--- config.mk ---
export PLATFORM = sky130hd
export DESIGN_NAME = dram_uart_tx
export DESIGN_NICKNAME = d
export VERILOG_FILES = /design/src/rtl/dram_uart_tx.sv
export SDC_FILE = /design/constraint.sdc
export NUM_CORES = 1
export LEC_CHECK = 0
export CORE_MARGIN = 8
export CORE_UTILIZATION = 51
export DETAILED_ROUTE_END_ITERATION = 16
export GPL_TIMING_DRIVEN = 0
export PLACE_DENSITY_LB_ADDON = 0.3
export REMOVE_ABC_BUFFERS = 1
export SLEW_MARGIN = 5
export SYNTH_ARGS = -nofsm -noshare
export SYNTH_HDL_FRONTEND = slang
export SYNTH_SLANG_ARGS = --single-unit
--- constraint.sdc ---
create_clock -name clock -period 2 [get_ports clock]
set_clock_uncertainty 0.1 [all_clocks]
set_input_delay 0.4 -clock clock [delete_from_list [all_inputs] [get_ports clock]]
set_output_delay 0.4 -clock clock [all_outputs]
set_load 0.005 [all_outputs]
--- src/rtl/dram_uart_tx.sv ---
`default_nettype none
// ============================================================================
// Module   : dram_uart_tx
// Purpose  : Reads NUM_BYTES processed pixels from data memory starting at
//            BASE_ADDR and sends each one as an 8N1 UART frame, LSB first.
//            It raises end_transmit when the last frame has gone out.
//            The DRAM read port is shared through the external address mux
//            and belongs to this block only while tx_busy is high.
// Ports    : clock          system clock
//            rst_n          asynchronous active-low reset
//            begin_transmit level request from main_control
//            dm_data[7:0]   DRAM read data
//            dm_addr[19:0]  DRAM read address
//            dm_rd          one-cycle read strobe per byte
//            tx             UART serial line, idle high
//            tx_busy        high from leaving IDLE until entering DONE
//            end_transmit   completion flag, held until begin_transmit drops
// Options  : DRAM_UART_TX_CHECKSUM_EN - appends one extra frame carrying the
//            XOR of all transmitted data bytes.
// Legal    : CLKS_PER_BIT >= 2, NUM_BYTES >= 1, RD_LATENCY >= 1
// Revision : 1.0 - initial release
// ============================================================================
module dram_uart_tx #(
   parameter int          CLKS_PER_BIT = 434,
   parameter int          NUM_BYTES    = 16384,
   parameter logic [19:0] BASE_ADDR    = 20'd0,
   parameter int          RD_LATENCY   = 2
) (
   input  logic        clock,
   input  logic        rst_n,
   input  logic        begin_transmit,
   input  logic [7:0]  dm_data,
   output logic [19:0] dm_addr,
   output logic        dm_rd,
   output logic        tx,
   output logic        tx_busy,
   output logic        end_transmit
);

   // Index must hold NUM_BYTES itself so the increment can never overflow.
   localparam int IDX_W  = $clog2(NUM_BYTES + 1);
   localparam int BAUD_W = $clog2(CLKS_PER_BIT);
   // Wait counter covers RD_LATENCY+1 cycles for the checksum gap.
   localparam int WAIT_W = $clog2(RD_LATENCY + 2);

   localparam logic [IDX_W-1:0]  LAST_IDX  = IDX_W'(NUM_BYTES - 1);
   localparam logic [BAUD_W-1:0] BAUD_LAST = BAUD_W'(CLKS_PER_BIT - 1);
   localparam logic [WAIT_W-1:0] WAIT_LAST = WAIT_W'(RD_LATENCY - 1);
`ifdef DRAM_UART_TX_CHECKSUM_EN
   localparam logic [WAIT_W-1:0] WAIT_CS_LAST = WAIT_W'(RD_LATENCY);
`endif

   typedef enum logic [2:0] {
      S_IDLE  = 3'd0,
      S_FETCH = 3'd1,
      S_WAIT  = 3'd2,
      S_START = 3'd3,
      S_DATA  = 3'd4,
      S_STOP  = 3'd5,
      S_DONE  = 3'd6
   } state_t;

   state_t              state;
   logic [IDX_W-1:0]    index;
   logic [2:0]          bit_cnt;
   logic [BAUD_W-1:0]   baud_cnt;
   logic [WAIT_W-1:0]   wait_cnt;
   logic [7:0]          shreg;

   logic                baud_done;
   logic [IDX_W-1:0]    index_inc;
   logic [19:0]         next_addr;
   logic [WAIT_W-1:0]   wait_last;

`ifdef DRAM_UART_TX_CHECKSUM_EN
   logic [7:0]          csum;
   // Set once the last data frame is out; the next frame is the checksum.
   logic                csum_phase;
`endif

   assign baud_done = (baud_cnt == BAUD_LAST);
   assign index_inc = index + IDX_W'(1);
   // Address arithmetic is modulo 2^20, so a base near the top wraps.
   assign next_addr = BASE_ADDR + 20'(index_inc);

`ifdef DRAM_UART_TX_CHECKSUM_EN
   // The checksum gap has no FETCH cycle, so WAIT runs one cycle longer to
   // keep the idle gap at RD_LATENCY+1.
   assign wait_last = csum_phase ? WAIT_CS_LAST : WAIT_LAST;
`else
   assign wait_last = WAIT_LAST;
`endif

   always_ff @(posedge clock or negedge rst_n) begin
      if (!rst_n) begin
         state        <= S_IDLE;
         index        <= '0;
         bit_cnt      <= '0;
         baud_cnt     <= '0;
         wait_cnt     <= '0;
         shreg        <= '0;
         dm_addr      <= BASE_ADDR;
         dm_rd        <= 1'b0;
         tx           <= 1'b1;
         tx_busy      <= 1'b0;
         end_transmit <= 1'b0;
`ifdef DRAM_UART_TX_CHECKSUM_EN
         csum         <= '0;
         csum_phase   <= 1'b0;
`endif
      end else begin
         // The read strobe is a single-cycle pulse unless a branch sets it.
         dm_rd    <= 1'b0;
         // Free-running bit timer; every state change below clears it.
         baud_cnt <= baud_done ? '0 : baud_cnt + BAUD_W'(1);

         case (state)
            S_IDLE: begin
               tx       <= 1'b1;
               baud_cnt <= '0;
               if (begin_transmit) begin
                  index    <= '0;
                  tx_busy  <= 1'b1;
                  dm_rd    <= 1'b1;
                  dm_addr  <= BASE_ADDR;
                  state    <= S_FETCH;
`ifdef DRAM_UART_TX_CHECKSUM_EN
                  csum       <= '0;
                  csum_phase <= 1'b0;
`endif
               end
            end

            S_FETCH: begin
               wait_cnt <= '0;
               baud_cnt <= '0;
               state    <= S_WAIT;
            end

            S_WAIT: begin
               baud_cnt <= '0;
               if (wait_cnt == wait_last) begin
`ifdef DRAM_UART_TX_CHECKSUM_EN
                  if (csum_phase) begin
                     shreg <= csum;
                  end else begin
                     shreg <= dm_data;
                     csum  <= csum ^ dm_data;
                  end
`else
                  shreg <= dm_data;
`endif
                  tx    <= 1'b0;
                  state <= S_START;
               end else begin
                  wait_cnt <= wait_cnt + WAIT_W'(1);
               end
            end

            S_START: begin
               if (baud_done) begin
                  tx       <= shreg[0];
                  bit_cnt  <= '0;
                  baud_cnt <= '0;
                  state    <= S_DATA;
               end
            end

            S_DATA: begin
               if (baud_done) begin
                  if (bit_cnt == 3'd7) begin
                     tx       <= 1'b1;
                     baud_cnt <= '0;
                     state    <= S_STOP;
                  end else begin
                     // shreg[0] is on the line now; shreg[1] goes out next.
                     tx      <= shreg[1];
                     shreg   <= {1'b0, shreg[7:1]};
                     bit_cnt <= bit_cnt + 3'd1;
                  end
               end
            end

            S_STOP: begin
               if (baud_done) begin
                  baud_cnt <= '0;
                  if (index == LAST_IDX) begin
`ifdef DRAM_UART_TX_CHECKSUM_EN
                     if (!csum_phase) begin
                        csum_phase <= 1'b1;
                        wait_cnt   <= '0;
                        state      <= S_WAIT;
                     end else begin
                        tx_busy      <= 1'b0;
                        end_transmit <= 1'b1;
                        state        <= S_DONE;
                     end
`else
                     tx_busy      <= 1'b0;
                     end_transmit <= 1'b1;
                     state        <= S_DONE;
`endif
                  end else begin
                     index   <= index_inc;
                     dm_addr <= next_addr;
                     dm_rd   <= 1'b1;
                     state   <= S_FETCH;
                  end
               end
            end

            S_DONE: begin
               tx       <= 1'b1;
               baud_cnt <= '0;
               // Only a released request re-arms the block, so a held
               // begin_transmit cannot trigger a second transmission.
               if (!begin_transmit) begin
                  end_transmit <= 1'b0;
                  state        <= S_IDLE;
               end
            end

            default: begin
               state <= S_IDLE;
            end
         endcase
      end
   end

endmodule
`default_nettype wire

== Yosys cells after proc, flatten, opt, wreduce, memory -nomap -nowiden ==
Cells that the tools add are included.

* Flip-flop bits (word level): 64
* Input bits: 11
* Output and inout bits: 24
* Word-level logic and storage cells: 103

* Muxes and demuxes: 49
* $add $sub $neg: 4
* Reduce and logical (&&, ||, !) cells: 18
* Eq/ne operators: 21

{| class="wikitable"
|+ Operators with widths
! kind !! count
|-
| $mux 20 || 3
|-
| $mux 15 || 3
|-
| $pmux 20 s2 || 1
|-
| $mux 9 || 4
|-
| $mux 3 || 11
|-
| $pmux 15 s2 || 1
|-
| $pmux 9 s3 || 1
|-
| $mux 8 || 3
|-
| $reduce_and 4->1 || 6
|-
| $ne 2x2->1 const B || 11
|-
| $pmux 3 s7 || 1
|-
| $pmux 8 s2 || 1
|-
| $add 15x1->15 const B || 1
|-
| $eq 15x14->1 const B || 1
|-
| $mux 1 || 13
|-
| $eq 3x3->1 const B || 4
|-
| $reduce_bool 2->1 || 5
|-
| $add 9x1->9 const B || 1
|-
| $eq 9x9->1 const B || 1
|-
| $reduce_and 7->1 || 1
|-
| $eq 3x2->1 const B || 2
|-
| $pmux 1 s2 || 3
|-
| $pmux 3 s2 || 1
|-
| $pmux 1 s4 || 1
|-
| other kinds (11) || 12
|}

== Depth between registers and ports, before layout ==
Gate-level depths: netlist of the first run.

* Depth after elaboration: 5
* Depth in mapped cells: 7
* Depth with buffers taken out: 6

== Worst setup path after synthesis of the first run ==
Ideal clock, no wire load.

* Path type: register to register
* From: reg baud_cnt[1]
* To: reg shreg[0]
* Clock period less this slack: 1.882 ns
* Arrival time: 1.657 ns
* Setup slack: 0.118 ns
* Data required time: 1.775 ns
* Library setup time: 0.125 ns
* Buffers on the path: 1
* Stages on the path, launching flop included: 8
* Path through: dfrtp_1 inv_1 ha_1 and4b_1 buf_4 and3_1 a2bb2oi_4 mux2_2

* Longest elaborated chain between the ends: 3

{| class="wikitable"
|+ Ends and longest elaborated chain
! element !! line !! text
|-
| start, declared || 66 || <nowiki>logic [BAUD_W-1:0] baud_cnt;</nowiki>
|-
| start signal, assigned || 115 || <nowiki>baud_cnt <= baud_done ? '0 : baud_cnt + BAUD_W'(1);</nowiki>
|-
| $eq 9x9->1 || 81 || <nowiki>assign baud_done = (baud_cnt == BAUD_LAST);</nowiki>
|-
| $ne 2x2->1 (no source line) || - ||
|-
| $reduce_and 4->1 (no source line) || - ||
|-
| end signal, assigned || 151 || <nowiki>shreg <= dm_data;</nowiki>
|-
| end signal, assigned || 178 || <nowiki>shreg <= {1'b0, shreg[7:1]};</nowiki>
|-
| end, declared || 68 || <nowiki>logic [7:0] shreg;</nowiki>
|}

Every way passes these cells.
A chain may end at the register's enable or synchronous reset.

== Final worst setup path of the first run ==
* From: reg state[2]
* To: reg dm_addr[11]

* Longest elaborated chain between the ends: 3
* Elaborated cells on any way between the ends: 8
* Those cells by class: eq/ne: 4; mux: 1; reduce/logical: 3

{| class="wikitable"
|+ Ends and longest elaborated chain
! element !! line !! text
|-
| start, declared || 63 || <nowiki>state_t state;</nowiki>
|-
| start signal, assigned || 96 || <nowiki>state <= S_IDLE;</nowiki>
|-
| start signal, assigned || 126 || <nowiki>state <= S_FETCH;</nowiki>
|-
| start signal, assigned || 137 || <nowiki>state <= S_WAIT;</nowiki>
|-
| $eq 3x3->1 / $logic_not 3->1 (equally long branches) || 117 || <nowiki>case (state)</nowiki>
|-
| $ne 2x2->1 (no source line) / $reduce_bool 2->1 (equally long branches) || - ||
|-
| $reduce_and 4->1 (no source line) || - ||
|-
| end signal, assigned || 205 || <nowiki>dm_addr <= next_addr;</nowiki>
|-
| end, declared || 33 || <nowiki>output logic [19:0] dm_addr,</nowiki>
|}

Parallel ways exist; a longest one is shown, timed or not.

==> results_dict.tcl, run 1 <==
set metrics [dict create \
    drc 0 \
    num_rows 26 \
    drv_cap 0 \
    startpoint "state[2]$_DFFE_PN0P_" \
    synth_flop_cell "dfrtp_1" \
    dp_hpwl_um 3864 \
    fillCellCount 404 \
    drv_slew 0 \
    ys_async_sr_fraction 1.000 \
    rsz0062_at_grt "true" \
    netlist_area_um2 2633 \
    worstSetupPathType "flop to flop" \
    wl_um 6354 \
    highest_layer "met4" \
    ys_warn_count 0 \
    globalRoute.totalOverflow 0 \
    synth-xor-area-share 0.02329 \
    wl_met1_um 2729 \
    final_cells 382 \
    synth-seq-area-share 0.4187 \
    worstSkewPairLatency_ns 0.30 \
    fmax_ghz 0.5067 \
    ys_ff_latch 44 \
    yosys-top-cells-count "dfrtp_1, a21oi_1, nand2_1" \
    synth_area_leaders "dfrtp_1, mux2_2, a21oi_1" \
    ant_nets 0 \
    powerDensity_nw_per_um2 447.7 \
    min_to "tx_busy$_DFFE_PN0P_" \
    crit_path_end_kind "flop" \
    place_congestion 0.8388 \
    synth_most_common_cell "dfrtp_1" \
    cts_sinks 44 \
    htree_levels 2 \
    pin_count 35 \
    period_needed_ns 1.974 \
    antenna_found_initial 0 \
    wl_met2_um 3176 \
    wl_met3_um 368 \
    p_leak_nw 1.459 \
    synth_top_family_by_area "simple AND/OR/NAND/NOR gates" \
    cts_buffer_depth 2 \
    tritoncts "done" \
    path_clk_slew_ns 0.09 \
    drive_gt1_frac 0.2468 \
    grt_max_degree 29 \
    final_area_um2 3313 \
    dpl-instance-area_um2 2923 \
    routedWlPerCell_um 16.63 \
    grt_pass1_wl_um 10010 \
    crit_path_start_kind "flop" \
    required_ns 2.13 \
    synth.top_cell.area_share 0.4087 \
    r2r_slack_ns 0.03 \
    relSlewSlack 0.5983 \
    outcome "complete, no violations" \
    r2r_cells 5 \
    multi_input_area_um2 1480 \
    start_util 0.5221 \
    via_per_inst 5.921 \
    seq_area_um2 1109 \
    synth.avg_cell_area_um2 10.16 \
    num_vias 2262 \
    hp-start "tx_busy$_DFFE_PN0P_" \
    worstHoldPathCells 1 \
    dieArea_um2 7717 \
    finalCritPeriodShare 0.9869 \
    cts_made_buffers 5 \
    insertedDiodeCount 0 \
    die-height_um 87.85 \
    core_um2 5042 \
    syn2layout_area_growth_pct 25.86 \
    setup_viol 0 \
    netlist_instances 259 \
    drt_iter0_drc 182 \
    max-vdd-ir-drop_mv 0.2331 \
    r2r-end "dm_addr[11]$_DFFE_PN0P_" \
    synth_cell_types 59 \
    critical_path_buf_inv_count 1 \
    slowest_stage "or4_1" \
    dp.cells 346 \
    synthMuxAreaShare 0.06749 \
    fin_setup_tns_ns 0 \
    max_stage_delay_ns 0.53 \
    io_buffers 29 \
    synthAdderAreaFrac 0.02852 \
    clk_root_buffer_cell "clkbuf_8" \
    yosys.area_share.simple 0.2481 \
    cp.arrival_ns 2.11 \
    pre_cts_ws_ns -0.5652 \
    critPathMaxFanout 12 \
    grt_pass1_vias 2102 \
    setup_slack_ns 0.02627 \
    finalHoldViolCount 0 \
    fin_nets 328 \
    synth_edf_count 0 \
    tightestPinTransition_ns 0.6025 \
    path_delay_family "simple AND/OR/NAND/NOR gates" \
    yosysTopAreaCell "dfrtp_1" \
    die_w_um 87.85 \
    grt_use_total 0.1613 \
    worstPathCellList "buf_4 -> and4b_1 -> nand4_4 -> or4_1 -> a21oi_2" \
    r2r-start "state[2]$_DFFE_PN0P_" \
    min_path_type "flop to flop" \
    synth_compound_area_frac 0.1535 \
    drt_pre_antenna_iters 4 \
]
## metrics by stage
step / hold slack (ns) / utilization / power [mW]
finish: 0.3816 / 0.6571 / 1.483
global route: 0.4093 / 0.6571 / 1.543
CTS: 0.3837 / 0.6221 / 1.498
detailed placement: 0.2564 / 0.5797 / 0.9584
global placement: 0.3625 / 0.5767 / 0.9546
floorplan: 0.004409 / - / 0.9155
## metal layers
metal	vias up	global-route usage
met5	-	0
met3	8	0.03096
li1	1074	-
met4	0	0.04688
met2	81	0.2709
met1	1099	0.2039
## cells by family (layout without fill, tap and decap cells)
| kind of cell | count (synthesis) | count (layout) |
|---|---|---|
| simple gates | 100 | 103 |
| compound gates | 58 | 58 |
| other cells | 1 | 5 |
| fa+ha+maj | 6 | 6 |
| flops | 44 | 44 |
| mux | 16 | 16 |
| xor+xnor | 7 | 7 |
| buf+inv | 27 | 73 |
## final cells by class
class,instances,share of cell area
Sequential cell,44,0.3346
Inverter,10,0.01133
Timing Repair Buffer,55,0.1563
Clock inverter,1,0.001511
Multi-Input combinational cell,195,0.4468
Clock buffer,7,0.02304
Tap cell,70,0.02644
## what timing repair did
item | CTS | global route
endpoints found under the setup margin | 32 | 25
hold endpoints to repair | 16 | 0
hold buffers | 1 | 0
setup buffers | 9 | 15
pin swaps | 4 | 6
cloned | 1 | 2
resized for setup | 8 | 11
## worst max path at each step
| stage | to | cells past startpoint |
|---|---|---|
| after floorplan | bit_cnt[0]$_DFFE_PN0P_ | 4 |
| after detailed placement | bit_cnt[1]$_DFFE_PN0P_ | 4 |
| after global placement | shreg[4]$_DFFE_PN0P_ | 1 |
| after CTS | bit_cnt[1]$_DFFE_PN0P_ | 4 |
| final | dm_addr[11]$_DFFE_PN0P_ | 5 |
| after global routing | dm_addr[11]$_DFFE_PN0P_ | 7 |
## report_power, final
part           switching [mW]  internal (mW)  total, mW
logic                  0.0258         0.0265     0.0523
registers                   0          0.889      0.889
clock network           0.297          0.245      0.542
## placed cells by master (no fill, tap or decap), types with 6 or more instances in the layout
cell,count
a21oi_1,14
buf_4,21
clkdlybuf4s50_1,28
dfrtp_1,40
ha_1,6
inv_1,9
mux2_2,13
nand2_1,17
nand3_1,10
nand4_1,6
nor2_1,13
o21ai_0,9
o31ai_1,11
or4_1,8
## sequential cells by signal, summed over array words and instances, names as in the netlist
name,count
bit_cnt,3
state,3
baud_cnt,9
tx_busy,1
end_transmit,1
tx,1
shreg,8
dm_rd,1
wait_cnt,2
dm_addr,15
Power figures use the tool's default switching activity.
==> inputs of run 2 (changes only) <==
- SETUP_SLACK_MARGIN: default -> 0.5
==> results_dict.tcl, run 2 (synthesis results as in run 1) <==
set metrics [dict create \
    r2r_cells 5 \
    globalRoute.totalOverflow 0 \
    dp_hpwl_um 3864 \
    largest_reg_flops 15 \
    die-height_um 87.85 \
    r2r_slack_ns -0.005 \
    whs_ns 0.3833 \
    grt_pass1_wl_um 13160 \
    via_per_inst 6.450 \
    crit_path_end_kind "flop" \
    max-vdd-ir-drop_mv 0.2339 \
    setup_viol 1 \
    tritoncts "done" \
    fin_setup_tns_ns -0.005314 \
    grt_max_degree 29 \
    insertedDiodeCount 0 \
    outcome "finished with violations" \
    pin_count 35 \
    syn2layout_area_growth_pct 51.85 \
    cts_made_buffers 5 \
    crit_path_start_kind "flop" \
    period_needed_ns 2.005 \
    antenna_found_initial 0 \
    start_util 0.5221 \
    final_area_um2 3998 \
    violations "setup timing" \
    drv_cap 0 \
    io_buffers 29 \
    drc 0 \
    powerDensity_nw_per_um2 379.0 \
    min_path_type "flop to flop" \
    required_ns 2.14 \
    ant_nets 0 \
    p_leak_nw 1.766 \
    layout_common_cells "buf_4, dfrtp_1, buf_6, nand2_1, nor2_1" \
    die_w_um 87.85 \
    dpl-instance-area_um2 2923 \
    finalHoldViolCount 0 \
    drive_gt1_frac 0.5082 \
    r2r-start "baud_cnt[2]$_DFF_PN0_" \
    setup_slack_ns -0.005314 \
    fmax_ghz 0.4987 \
    drt_pre_antenna_iters 6 \
    fin_nets 382 \
    clk_root_buffer_cell "clkbuf_8" \
    place_congestion 0.8388 \
    cts_buffer_depth 2 \
    htree_levels 2 \
    cp.arrival_ns 2.14 \
    r2r-end "dm_addr[7]$_DFFE_PN0P_" \
    routedWlPerCell_um 21.58 \
    endpoint "dm_addr[7]$_DFFE_PN0P_" \
    grt_use_total 0.2161 \
    critPathMaxFanout 7 \
    top_regs "dm_addr (15), baud_cnt (9), shreg (8)" \
    power_mw 1.515 \
    worstHoldPathCells 1 \
    worstSetupPathType "flop to flop" \
    top_register "dm_addr" \
    core_um2 5042 \
    rsz0062_at_grt "true" \
    cts_sinks 44 \
    path_clk_slew_ns 0.10 \
    dieArea_um2 7717 \
    grt_pass1_vias 2704 \
    startpoint "baud_cnt[2]$_DFF_PN0_" \
    worstSkewPairLatency_ns 0.32 \
    num_rows 26 \
    drt_iter0_drc 347 \
    num_vias 2812 \
    wl_um 9407 \
    drv_slew 0 \
    finalCritPeriodShare 1.003 \
    mostFrequentLayoutCell "buf_4" \
]
-- run 2: changes by cell type in the layout (fill, tap and decap cells not counted), moves of 4 or more --
cell	previous run	this run
buf_4	21	57
buf_6	0	18
clkdlybuf4s15_1	0	4
o31ai_2	0	5
ha_1	6	1
buf_2	2	9
mux2_4	1	7
o31ai_1	11	6
nand2_2	0	4
a21oi_1	14	10
dlygate4sd2_1	0	4
mux2_2	13	7
clkdlybuf4s50_1	28	9
-- run 2: where the power goes --
part | switching (mW) | internal (mW) | leakage, nW
clock | 0.327 | 0.246 | 0.0422
combinational | 0.0267 | 0.0267 | 1.21
sequential | 0 | 0.889 | 0.510
-- run 2: how the worst min path moves through the flow --
stage                        start                      end  slack [ns]
2_1_floorplan                rst_n    baud_cnt[0]$_DFF_PN0_       0.004
3_3_place_gp   tx_busy$_DFFE_PN0P_      tx_busy$_DFFE_PN0P_        0.36
3_5_place_dp                 rst_n  dm_addr[12]$_DFFE_PN0P_        0.26
4_1_cts        tx_busy$_DFFE_PN0P_      tx_busy$_DFFE_PN0P_        0.38
5_1_grt             tx$_DFFE_PN1P_           tx$_DFFE_PN1P_        0.41
6_report       tx_busy$_DFFE_PN0P_      tx_busy$_DFFE_PN0P_        0.38
-- run 2: worst max-delay path, stage by stage, from the launching register on --
cell	delay [ns]
dfrtp_1	0.44
and4bb_4	0.41
buf_12	0.14
nand4_4	0.17
or4_1	0.49
a21oi_1	0.19
-- run 2: through the flow --
| step | utilization | worst slack, ns | std cells |
|---|---|---|---|
| 2_1_floorplan | - | -0.1837 | 246 |
| 4_1_cts | 0.7189 | 0.1011 | 415 |
| 3_5_place_dp | 0.5797 | -0.5652 | 346 |
| 5_1_grt | 0.7928 | -0.05380 | 436 |
| 6_report | 0.7928 | -0.005314 | 436 |
| 3_3_place_gp | 0.5767 | -0.8227 | 345 |
-- run 2: timing repair --
action                                 CTS  global route
buffers inserted                        57            21
cloned                                   3             0
gates resized for setup                 95            59
pin swaps                               28            22
setup endpoints to repair               63            51
hold buffers                             1             0
endpoints found under the hold margin   16             0
-- run 2: area by class of cell --
cell class | instances | area, µm²
fill | 301 | 1045
clock inverter | 1 | 5.005
timing repair buffer | 109 | 945.9
clock buffer | 7 | 76.32
sequential | 44 | 1112
multi-input combinational | 195 | 1730
inverter | 10 | 40.04
tap | 70 | 87.58
-- run 2: per-layer routing --
metal / share of wire / wire [µm] / global-route usage
met1: 0.39 / 3677 / 0.2489
met2: 0.48 / 4502 / 0.3632
met3: 0.080 / 755 / 0.04784
met4: 0.050 / 471 / 0.1188
met5: 0 / 0 / 0
==> inputs of run 3 (changes only) <==
- ABC_AREA: default -> 0
==> results of run 3 <==
Same layout as run 2: the final DEF is identical, and so are final timing and power.
